==> config.mk <==
export PLATFORM = sky130hd
export DESIGN_NAME = div_recompose
export DESIGN_NICKNAME = d
export VERILOG_FILES = /design/src/rtl/div_recompose_pkg.sv /design/src/rtl/div_recompose_dp.sv /design/src/rtl/div_recompose.sv
export SDC_FILE = /design/constraint.sdc
export NUM_CORES = 1
export LEC_CHECK = 0
export CORE_ASPECT_RATIO = 0.7
export CORE_MARGIN = 2
export CORE_UTILIZATION = 45
export DETAILED_ROUTE_END_ITERATION = 8
export PLACE_DENSITY = 0.69
export SLEW_MARGIN = 20
export SYNTH_ARGS = -nofsm -noshare
export SYNTH_HDL_FRONTEND = slang
export SYNTH_HIERARCHICAL = 1
export SYNTH_SLANG_ARGS = --single-unit
==> constraint.sdc <==
create_clock -name clock -period 2.5 [get_ports clock]
set_input_delay 0.75 -clock clock [delete_from_list [all_inputs] [get_ports clock]]
set_output_delay 0.75 -clock clock [all_outputs]
set_load 0.01 [all_outputs]
==> src/rtl/div_recompose_pkg.sv <==
// div_recompose_pkg: shared types and sizing for the numer recomposition block.
// State encoding, default operand widths and the iteration counter sizing.
package div_recompose_pkg;

  localparam int QW_DEF = 10;
  localparam int DW_DEF = 4;

  typedef enum logic [1:0] {
    IDLE = 2'd0,
    RUN  = 2'd1,
    DONE = 2'd2
  } state_t;

  // Counter must index DW iterations; never let it collapse to zero bits.
  function automatic int cnt_width(input int dw);
    return (dw > 1) ? $clog2(dw) : 1;
  endfunction

  localparam int CNT_W = cnt_width(DW_DEF);

endpackage

==> src/rtl/div_recompose_dp.sv <==
// div_recompose_dp: shift-add datapath computing quotient*denom + remain.
// load seeds the registers from the operands; each step consumes one denom bit.
module div_recompose_dp
  import div_recompose_pkg::*;
#(
  parameter int QW = QW_DEF,
  parameter int DW = DW_DEF
) (
  input  logic             clock,
  input  logic             aclr,
  input  logic             load,
  input  logic             step,
  input  logic [QW-1:0]    quotient,
  input  logic [DW-1:0]    denom,
  input  logic [DW-1:0]    remain,
  output logic [QW+DW-1:0] acc
);

  logic [QW+DW-1:0] mcand;
  logic [DW-1:0]    mplier;

  // Accumulator, shifted multiplicand and multiplier bit stream.
  always_ff @(posedge clock or posedge aclr) begin
    if (aclr) begin
      acc    <= '0;
      mcand  <= '0;
      mplier <= '0;
    end else if (load) begin
      acc    <= {{QW{1'b0}}, remain};
      mcand  <= {{DW{1'b0}}, quotient};
      mplier <= denom;
    end else if (step) begin
      if (mplier[0]) begin
        acc <= acc + mcand;
      end else begin
        acc <= acc;
      end
      mcand  <= mcand << 1;
      mplier <= mplier >> 1;
    end else begin
      acc    <= acc;
      mcand  <= mcand;
      mplier <= mplier;
    end
  end

endmodule

==> src/rtl/div_recompose.sv <==
// div_recompose: rebuilds numer = quotient*denom + remain over DW clock cycles.
// FSM and valid/ready handshakes live here; arithmetic is in div_recompose_dp.
// Optional macro DIV_RECOMPOSE_CHECK_EN builds the operand range check driving err;
// without it err is tied low.
module div_recompose
  import div_recompose_pkg::*;
#(
  parameter int QW = QW_DEF,
  parameter int DW = DW_DEF
) (
  input  logic             clock,
  input  logic             aclr,
  input  logic             in_valid,
  output logic             in_ready,
  input  logic [QW-1:0]    quotient,
  input  logic [DW-1:0]    denom,
  input  logic [DW-1:0]    remain,
  output logic             out_valid,
  input  logic             out_ready,
  output logic [QW+DW-1:0] numer,
  output logic             err
);

  localparam int CW = cnt_width(DW);
  localparam logic [CW-1:0] LAST = CW'(DW - 1);

  state_t           state;
  state_t           next_state;
  logic [CW-1:0]    cnt;
  logic             load;
  logic             step;
  logic             err_chk;
  logic [QW+DW-1:0] acc;

  assign load = (state == IDLE) && in_valid;
  assign step = (state == RUN);

  // State register.
  always_ff @(posedge clock or posedge aclr) begin
    if (aclr) begin
      state <= IDLE;
    end else begin
      state <= next_state;
    end
  end

  // Next-state decode: fixed DW iterations, then hold until drained.
  always_comb begin
    next_state = state;
    case (state)
      IDLE: begin
        if (in_valid) next_state = RUN;
        else          next_state = IDLE;
      end
      RUN: begin
        if (cnt == LAST) next_state = DONE;
        else             next_state = RUN;
      end
      DONE: begin
        if (out_ready) next_state = IDLE;
        else           next_state = DONE;
      end
      default: next_state = IDLE;
    endcase
  end

  // Iteration counter, restarted on every accepted operand set.
  always_ff @(posedge clock or posedge aclr) begin
    if (aclr) begin
      cnt <= '0;
    end else if (load) begin
      cnt <= '0;
    end else if (step) begin
      cnt <= cnt + CW'(1);
    end else begin
      cnt <= cnt;
    end
  end

`ifdef DIV_RECOMPOSE_CHECK_EN
  logic err_flag;

  // Range flag captured with the operands, dropped once the result is taken.
  always_ff @(posedge clock or posedge aclr) begin
    if (aclr) begin
      err_flag <= 1'b0;
    end else if (load) begin
      err_flag <= (denom == '0) || (remain >= denom);
    end else if ((state == DONE) && out_ready) begin
      err_flag <= 1'b0;
    end else begin
      err_flag <= err_flag;
    end
  end

  assign err_chk = err_flag;
`else
  assign err_chk = 1'b0;
`endif

  div_recompose_dp #(
    .QW(QW),
    .DW(DW)
  ) u_dp (
    .clock    (clock),
    .aclr     (aclr),
    .load     (load),
    .step     (step),
    .quotient (quotient),
    .denom    (denom),
    .remain   (remain),
    .acc      (acc)
  );

  // Outputs decoded from registered state only; numer/err are zero outside DONE.
  always_comb begin
    in_ready  = 1'b0;
    out_valid = 1'b0;
    numer     = '0;
    err       = 1'b0;
    case (state)
      IDLE: begin
        in_ready = 1'b1;
      end
      RUN: begin
        in_ready = 1'b0;
      end
      DONE: begin
        out_valid = 1'b1;
        numer     = acc;
        err       = err_chk;
      end
      default: begin
        in_ready = 1'b0;
      end
    endcase
  end

endmodule

==> results of run 1 <==
[routing by layer]
metal | up-vias | GRT usage
met5 | - | 0
met4 | 0 | 0.0635
met3 | 7 | 0.0512
met2 | 42 | 0.308
met1 | 964 | 0.315
li1 | 994 | -
[stage by stage]
step	worst slack [ps]	std cells	area (um2)	utilization	power, mW
3_3_place_gp	207	356	2800	0.569	2.90
5_1_grt	1.77	368	2950	0.600	3.77
2_1_floorplan	338	256	2350	-	2.47
3_5_place_dp	117	356	2800	0.569	2.95
4_1_cts	19.6	365	2900	0.591	3.40
6_report	70.6	368	2950	0.600	3.44
[cell families (layout without fill, tap and decap cells)]
logic type               count (synthesis)  after routing  share of synthesized area
adder cells (fa/ha/maj)                 15             15                     0.0830
AND/OR/NAND/NOR                         95             95                      0.212
buffers and inverters                   18             61                     0.0362
multiplexers                            20             20                     0.0862
other                                    1              1                    0.00159
flip-flops                              36             36                      0.383
AO/OA/AOI/OAI                           67             67                      0.183
XOR/XNOR                                 4              4                     0.0149
[how the worst min path moves through the flow]
stage | startpoint | to | slack, ps | cells after the start
global placement | cnt[1] | cnt[1] | 490 | 1
floorplan | state[1] | state[0] | 450 | 1
CTS | state[1] | state[0] | 520 | 1
detailed placement | cnt[1] | cnt[1] | 510 | 1
global route | cnt[1] | cnt[1] | 540 | 1
finish | cnt[1] | cnt[1] | 520 | 1
[flip-flops by register name, summed over array words and instances, names as in the netlist]
register,count
cnt,2
u_dp/mplier,4
u_dp/acc,14
u_dp/mcand,14
state,2
[worst register-to-register path, stage by stage (launching register included)]
cell and delay [ps]:
dfrtp_1 400, ha_1 240, fa_2 400, a211oi_2 260, nor2_1 100, o31ai_2 230, a21boi_1 120, o21a_1 190
o41ai_2 280
[timing repair]
item	CTS	global route
resized for setup	0	10
buffers inserted	1	3
pin swaps	0	0
setup endpoints to repair	15	15
[layout make-up]
class | instances | area share
clock buffer | 5 | 0.0233
clock inverter | 3 | 0.00636
inverter | 5 | 0.00636
multi-input combinational | 202 | 0.464
sequential | 36 | 0.306
tap | 69 | 0.0293
timing repair buffer | 48 | 0.165
[layout by cell type, fill, tap and decap left out, drive strengths merged, types with 4 or more instances in the layout]
cell type,count
or3,5
o21ai,25
o21bai,4
and2,16
nand3b,6
clkdlybuf4s50,29
nand2b,4
mux2i,18
nor2,15
nand2,30
nor3,7
buf,11
ha,14
clkbuf,5
dlymetal6s2s,8
dfrtp,36
a21oi,16
inv,5
[power by group]
part,internal [mW],leakage (nW),switching [mW]
logic,0.913,0.959,1.02
clock network,0.194,0.0479,0.234
registers,0.844,0.458,0.235
==> flow_summary.json, run 1 <==
{
  "viasPerCell": 5.45,
  "slowest_stage": "clkdlybuf4s50_1",
  "synth_area_leaders": "dfrtp_1, mux2i_1, ha_1",
  "antenna_found_initial": 0,
  "required_ps": 1750,
  "die_area_um2": 5830,
  "clkLatencyLatePin_ps": 300,
  "hold_ws_ps": 520,
  "clk_pin_slew_ps": 70,
  "fmax_mhz": 412,
  "top_layer_used": "met4",
  "timing.rr.end": "u_dp/acc[10]",
  "drt_pass1_iterations": 4,
  "syn_inst": 256,
  "seq_area_um2": 902,
  "overflow": 0,
  "power_per_cell_area_nw_per_um2": 1170,
  "end_kind": "output pin",
  "worstSetupPathType": "register to output pin",
  "start_util": 0.479,
  "worst_path_dominant_cell_family": "buffers and inverters",
  "wl_um": 5610,
  "ys_warn_count": 6,
  "num-fill-cells": 465,
  "path_buf_inv": 2,
  "tightest_slew_ps": 497,
  "cp_max_fo": 16,
  "drc": 0,
  "vdd_drop_max_v": 0.000596,
  "core-area_um2": 4910,
  "synthTopCellsByCount": "dfrtp_1, nand2_1, o21ai_0",
  "hp-class": "register to register",
  "maxCapViolCount": 0,
  "setup_viol": 0,
  "skew_ps": 12.1,
  "wl_met1_um": 2980,
  "cts_made_buffers": 5,
  "grt_pass1_vias": 2004,
  "r2r_slack_ps": 190,
  "dieHeight_um": 64.5,
  "cp-endpoint": "numer[13]",
  "cpPeakStageDelay_ps": 530,
  "place_congestion": 0.838,
  "root_buffer": "clkbuf_8",
  "drt_iter0_markers": 104,
  "fin_setup_tns_ps": 0,
  "hold_violations": 0,
  "rsz0062_at_grt": "no",
  "post-route-min-period_ps": 2430,
  "ant_nets": 0,
  "dr_wl_met3_um": 247,
  "cts_max_level": 2,
  "wl_per_cell_um": 15.2,
  "synth_top_area_frac": 0.383,
  "slew_headroom": 0.668,
  "detailroute.via_count": 2007,
  "tritoncts": "yes",
  "seq_area_frac_synth": 0.383,
  "drive_gt1_frac": 0.104,
  "leakage_nw": 1.47,
  "synth_edf_count": 0,
  "port_buffers": 37,
  "cts_buffer_depth": 2,
  "antenna_cells": 0,
  "ys.flop_type": "dfrtp_1",
  "synth_most_common_cell": "dfrtp_1",
  "ys_ff_latch": 36,
  "startpoint_type": "register",
  "routed-wl-met2_um": 2310,
  "syn-cell-area_um2": 2350,
  "grt_pass1_wl_um": 9750,
  "rr_startpoint": "u_dp/acc[0]",
  "num_rows": 21,
  "crit_arrival_ps": 1680,
  "critPathLaunch": "state[0]",
  "hpwl_um": 3970,
  "r2r_cells": 8,
  "hold_buffers": 0,
  "multi_input_area_um2": 1370,
  "synth_area_leader_cell": "dfrtp_1",
  "async_flop_share": 1.00,
  "status": "complete, no violations",
  "ys_types": 50,
  "nNetsFinal": 335,
  "period_share": 0.972,
  "cp_cell_sequence": "nor2b_4 > buf_12 > and2_1 > clkdlybuf4s50_1",
  "track_usage": 0.213,
  "die_width_um": 90.4,
  "synth_fp_nets": 293,
  "drv_slew": 0,
  "area_growth_pct": 25.4,
  "syn_area_per_cell_um2": 9.19,
  "ios": 39,
  "grt_max_degree": 33,
  "cts_sinks": 36,
  "cp_num_cells": 4
}
Note: power is estimated with default switching activity, not from simulation.
==> run 2: changes to the inputs <==
--- a/config.mk
+++ b/config.mk
@@ -9,7 +9,7 @@
 export CORE_MARGIN = 2
 export CORE_UTILIZATION = 45
 export DETAILED_ROUTE_END_ITERATION = 8
-export PLACE_DENSITY = 0.69
+export DONT_BUFFER_PORTS = 1
 export SLEW_MARGIN = 20
 export SYNTH_ARGS = -nofsm -noshare
 export SYNTH_HDL_FRONTEND = slang
==> run 2 against run 1 <==
  * Maximum frequency increased by 5.3%
  * Via count shrank 9.4%
  * Combinational power decreased by 8%
  * Worst setup slack better by 120 ps
  * Sequential share of layout area grew 5.3 points
  * Highest routed layer unchanged
==> flow_summary.json, run 2 (synthesized netlist as in run 1, its figures left out) <==
{
  "skew_ps": 10.0,
  "final_common_cell": "dfrtp_1",
  "cts_max_level": 2,
  "pre_cts_ws_ps": 144,
  "worstSetupPathType": "register to register",
  "viasPerCell": 5.61,
  "track_usage": 0.193,
  "fmax_mhz": 433,
  "total_power_mw": 3.29,
  "ios": 39,
  "drive_gt1_frac": 0.0863,
  "cts_buffer_depth": 2,
  "port_buffers": 0,
  "clkLatencyLatePin_ps": 290,
  "top_layer_used": "met4",
  "required_ps": 2690,
  "wl_um": 5300,
  "cts_sinks": 36,
  "place_congestion": 0.869,
  "leakage_nw": 1.14,
  "cp_max_fo": 3,
  "design_area_um2": 2510,
  "fin_setup_tns_ps": 0,
  "layout_common_cells": "dfrtp_1, nand2_1, o21ai_0",
  "period_share": 0.923,
  "dieHeight_um": 64.5,
  "placedCellCount": 316,
  "seq_area_um2": 901,
  "routed-wl-met2_um": 2060,
  "num-fill-cells": 472,
  "startpoint_type": "register",
  "hold_violations": 0,
  "start_util": 0.479,
  "wl_met1_um": 2960,
  "die_width_um": 90.4,
  "postLayoutCoreUtil": 0.511,
  "top_regs": "u_dp/acc x14, u_dp/mcand x14, u_dp/mplier x4",
  "rsz0062_at_grt": "no",
  "cts_made_buffers": 5,
  "drt_iter0_markers": 73,
  "postCtsSetupBuffers": 0,
  "drt_pass1_iterations": 6,
  "grt_pass1_wl_um": 8720,
  "post-route-min-period_ps": 2310,
  "vdd_drop_max_v": 0.000477,
  "end_kind": "register",
  "crit_arrival_ps": 2500,
  "hpwl_um": 3740,
  "wl_per_cell_um": 16.4,
  "hp-class": "input port to asynchronous set/reset pin",
  "core-area_um2": 4910,
  "drv_slew": 0,
  "power_per_cell_area_nw_per_um2": 1310,
  "hold_buffers": 0,
  "post_dp_cell_area_um2": 2420,
  "nNetsFinal": 291,
  "multi_input_area_um2": 1370,
  "status": "complete, no violations",
  "dr_wl_met3_um": 213,
  "fin_ws_ps": 193,
  "drc": 0,
  "die_area_um2": 5830,
  "maxCapViolCount": 0,
  "clk_pin_slew_ps": 80,
  "ant_nets": 0,
  "hold_ws_ps": 214,
  "fin_cells": 324,
  "area_growth_pct": 6.81,
  "detailroute.via_count": 1819,
  "overflow": 0,
  "tritoncts": "yes",
  "antenna_found_initial": 0,
  "root_buffer": "clkbuf_8",
  "setup_viol": 0,
  "num_rows": 21,
  "grt_max_degree": 34,
  "antenna_cells": 0,
  "grt_pass1_vias": 1693
}
[run 2: worst max-delay path: stages, from the launching register on]
cell and delay [ps]:
dfrtp_1 390, ha_1 240, fa_2 390, a211oi_2 260, nor2_1 100, o31ai_2 240, a21boi_1 130, o21a_1 190
o41ai_2 270
[run 2: final cells by class]
cell class	instances	area share
multi-input cells	202	0.545
flip-flops and latches	36	0.359
clock buffers	7	0.0344
well taps	69	0.0344
repair buffers	4	0.0169
inverters	5	0.00747
clock inverters	1	0.00299
[run 2: what timing repair did]
item                                    CTS  global route
hold endpoints to repair                  0             0
endpoints found under the setup margin    0             1
resized for setup                         0             1
[run 2: report_power, final]
part           leakage (nW)  internal, mW  switching, mW
logic                 0.638         0.797          0.977
registers             0.459         0.842          0.238
clock network        0.0445         0.224          0.216
total                  1.14          1.86           1.43
[run 2: routing by layer]
layer,GRT usage,vias up
li1,-,908
met1,0.303,861
met2,0.258,42
met3,0.0419,8
met4,0.0635,0
met5,0,-
[run 2: path summary, 6_finish.rpt]
path	start	end	slack (ps)	cells past startpoint
hold / removal	aclr	cnt[0]	210	1
hold reg to reg	state[1]	state[0]	490	1
setup / recovery	u_dp/acc[0]	u_dp/acc[10]	190	8
min in group clock	state[1]	state[0]	490	1
setup reg to reg	u_dp/acc[0]	u_dp/acc[10]	190	8
max in group asynchronous	aclr	u_dp/mcand[3]	1750	2
==> run 3: changes to the inputs <==
--- a/config.mk
+++ b/config.mk
@@ -5,7 +5,7 @@
 export SDC_FILE = /design/constraint.sdc
 export NUM_CORES = 1
 export LEC_CHECK = 0
-export CORE_ASPECT_RATIO = 0.7
+export CORE_ASPECT_RATIO = 0.6
 export CORE_MARGIN = 2
 export CORE_UTILIZATION = 45
 export DETAILED_ROUTE_END_ITERATION = 8
==> run 3 against run 2 <==
  * Flip-flop and latch count stayed put
  * Critical path depth unchanged
  * Die area rose by 0.17%
  * Sequential power barely moved
  * Maximum frequency is 1.8% lower
  * Clock power is 2% higher
  * Highest routed layer unchanged
==> flow_summary.json, run 3 (synthesized netlist as in run 1, its figures left out) <==
{
  "startpoint_type": "register",
  "root_buffer": "clkbuf_8",
  "final_common_cell": "dfrtp_1",
  "seq_area_um2": 901,
  "cp_cell_sequence": "ha_1 > fa_2 > a211oi_2 > nor2_1 > o31ai_2 > a21boi_1 > o21a_1 > o41ai_2",
  "worst_path_dominant_cell_family": "compound AO/OA/AOI/OAI gates",
  "multi_input_area_um2": 1370,
  "grt_pass1_wl_um": 8560,
  "drive_gt1_frac": 0.0898,
  "tightest_slew_ps": 536,
  "ios": 39,
  "hp-class": "input port to asynchronous set/reset pin",
  "fin_setup_tns_ps": 0,
  "status": "complete, no violations",
  "overflow": 0,
  "drv_slew": 0,
  "pre_cts_ws_ps": 147,
  "post_dp_cell_area_um2": 2410,
  "path_buf_inv": 0,
  "tritoncts": "yes",
  "skew_ps": 4.79,
  "top_regs": "u_dp/acc x14, u_dp/mcand x14, u_dp/mplier x4",
  "hold_ws_ps": 216,
  "area_growth_pct": 6.44,
  "leakage_nw": 1.14,
  "worstSetupPathType": "register to register",
  "layout_common_cells": "dfrtp_1, nand2_1, o21ai_0",
  "fmax_mhz": 426,
  "wl_um": 5220,
  "place_congestion": 0.874,
  "total_power_mw": 3.30,
  "antenna_cells": 0,
  "num_rows": 20,
  "drc": 0,
  "detailroute.via_count": 1809,
  "hold_buffers": 0,
  "maxCapViolCount": 0,
  "num-fill-cells": 495,
  "fin_ws_ps": 150,
  "drt_pass1_iterations": 4,
  "crit_arrival_ps": 2540,
  "track_usage": 0.194,
  "slew_headroom": 0.642,
  "required_ps": 2690,
  "rsz0062_at_grt": "no",
  "setup_viol": 0,
  "slowest_stage": "dfrtp_1",
  "antenna_found_initial": 0,
  "start_util": 0.465,
  "nNetsFinal": 292,
  "vdd_drop_max_v": 0.000493,
  "period_share": 0.940,
  "cpPeakStageDelay_ps": 400,
  "die_width_um": 97.3,
  "drt_iter0_markers": 89,
  "post-route-min-period_ps": 2350,
  "clk_pin_slew_ps": 80,
  "ant_nets": 0,
  "grt_pass1_vias": 1609,
  "cts_max_level": 2,
  "core-area_um2": 5050,
  "power_per_cell_area_nw_per_um2": 1320,
  "end_kind": "register",
  "hold_violations": 0,
  "viasPerCell": 5.62,
  "dieHeight_um": 60.0,
  "cts_made_buffers": 5,
  "port_buffers": 0,
  "cp_max_fo": 3,
  "clkLatencyLatePin_ps": 290,
  "hpwl_um": 3860,
  "cts_resized": 0,
  "cts_sinks": 36,
  "design_area_um2": 2500,
  "cts_buffer_depth": 2,
  "die_area_um2": 5840,
  "postCtsSetupBuffers": 0,
  "wl_per_cell_um": 16.2,
  "grt_max_degree": 33
}
-- run 3: cell types whose count changed in the layout (fill, tap and decap cells not counted) --
cell	delta
buf_4	+2
buf_12	-1
-- run 3: worst paths after layout --
kind / startpoint / endpoint / depth (start not counted) / slack [ps]
min reg2reg: state[1] / state[0] / 1 / 500
max in group asynchronous: aclr / u_dp/acc[13] / 2 / 1770
max: u_dp/acc[0] / u_dp/acc[10] / 8 / 150
min: aclr / cnt[0] / 1 / 220
min in group clock: state[1] / state[0] / 1 / 500
max reg2reg: u_dp/acc[0] / u_dp/acc[10] / 8 / 150
-- run 3: worst reg2reg max path, stage by stage, from the launching register on --
cell and delay (ps):
dfrtp_1 400, ha_1 230, fa_2 380, a211oi_2 230, nor2_1 100, o31ai_2 300
a21boi_1 130, o21a_1 190, o41ai_2 280
-- run 3: area by class of cell --
class | instances | share of cell area
multi-input combinational | 202 | 0.547
sequential | 36 | 0.360
clock buffer | 7 | 0.0345
tap | 66 | 0.0330
timing repair buffer | 5 | 0.0150
inverter | 5 | 0.00750
clock inverter | 1 | 0.00300
-- run 3: stage by stage --
step / std cells / utilization
global route: 322 / 0.495
finish: 322 / 0.495
global placement: 314 / 0.476
floorplan: 256 / -
CTS: 322 / 0.495
detailed placement: 314 / 0.476
-- run 3: power by group --
group	internal (mW)	leakage (nW)	switching [mW]
Sequential	0.842	0.459	0.252
Combinational	0.789	0.640	0.970
Clock	0.224	0.0445	0.225
-- run 3: layer usage --
metal	global-route usage	wire, um
met4	0.0575	50
met1	0.326	3030
met2	0.223	1870
met5	0	0
met3	0.0550	267
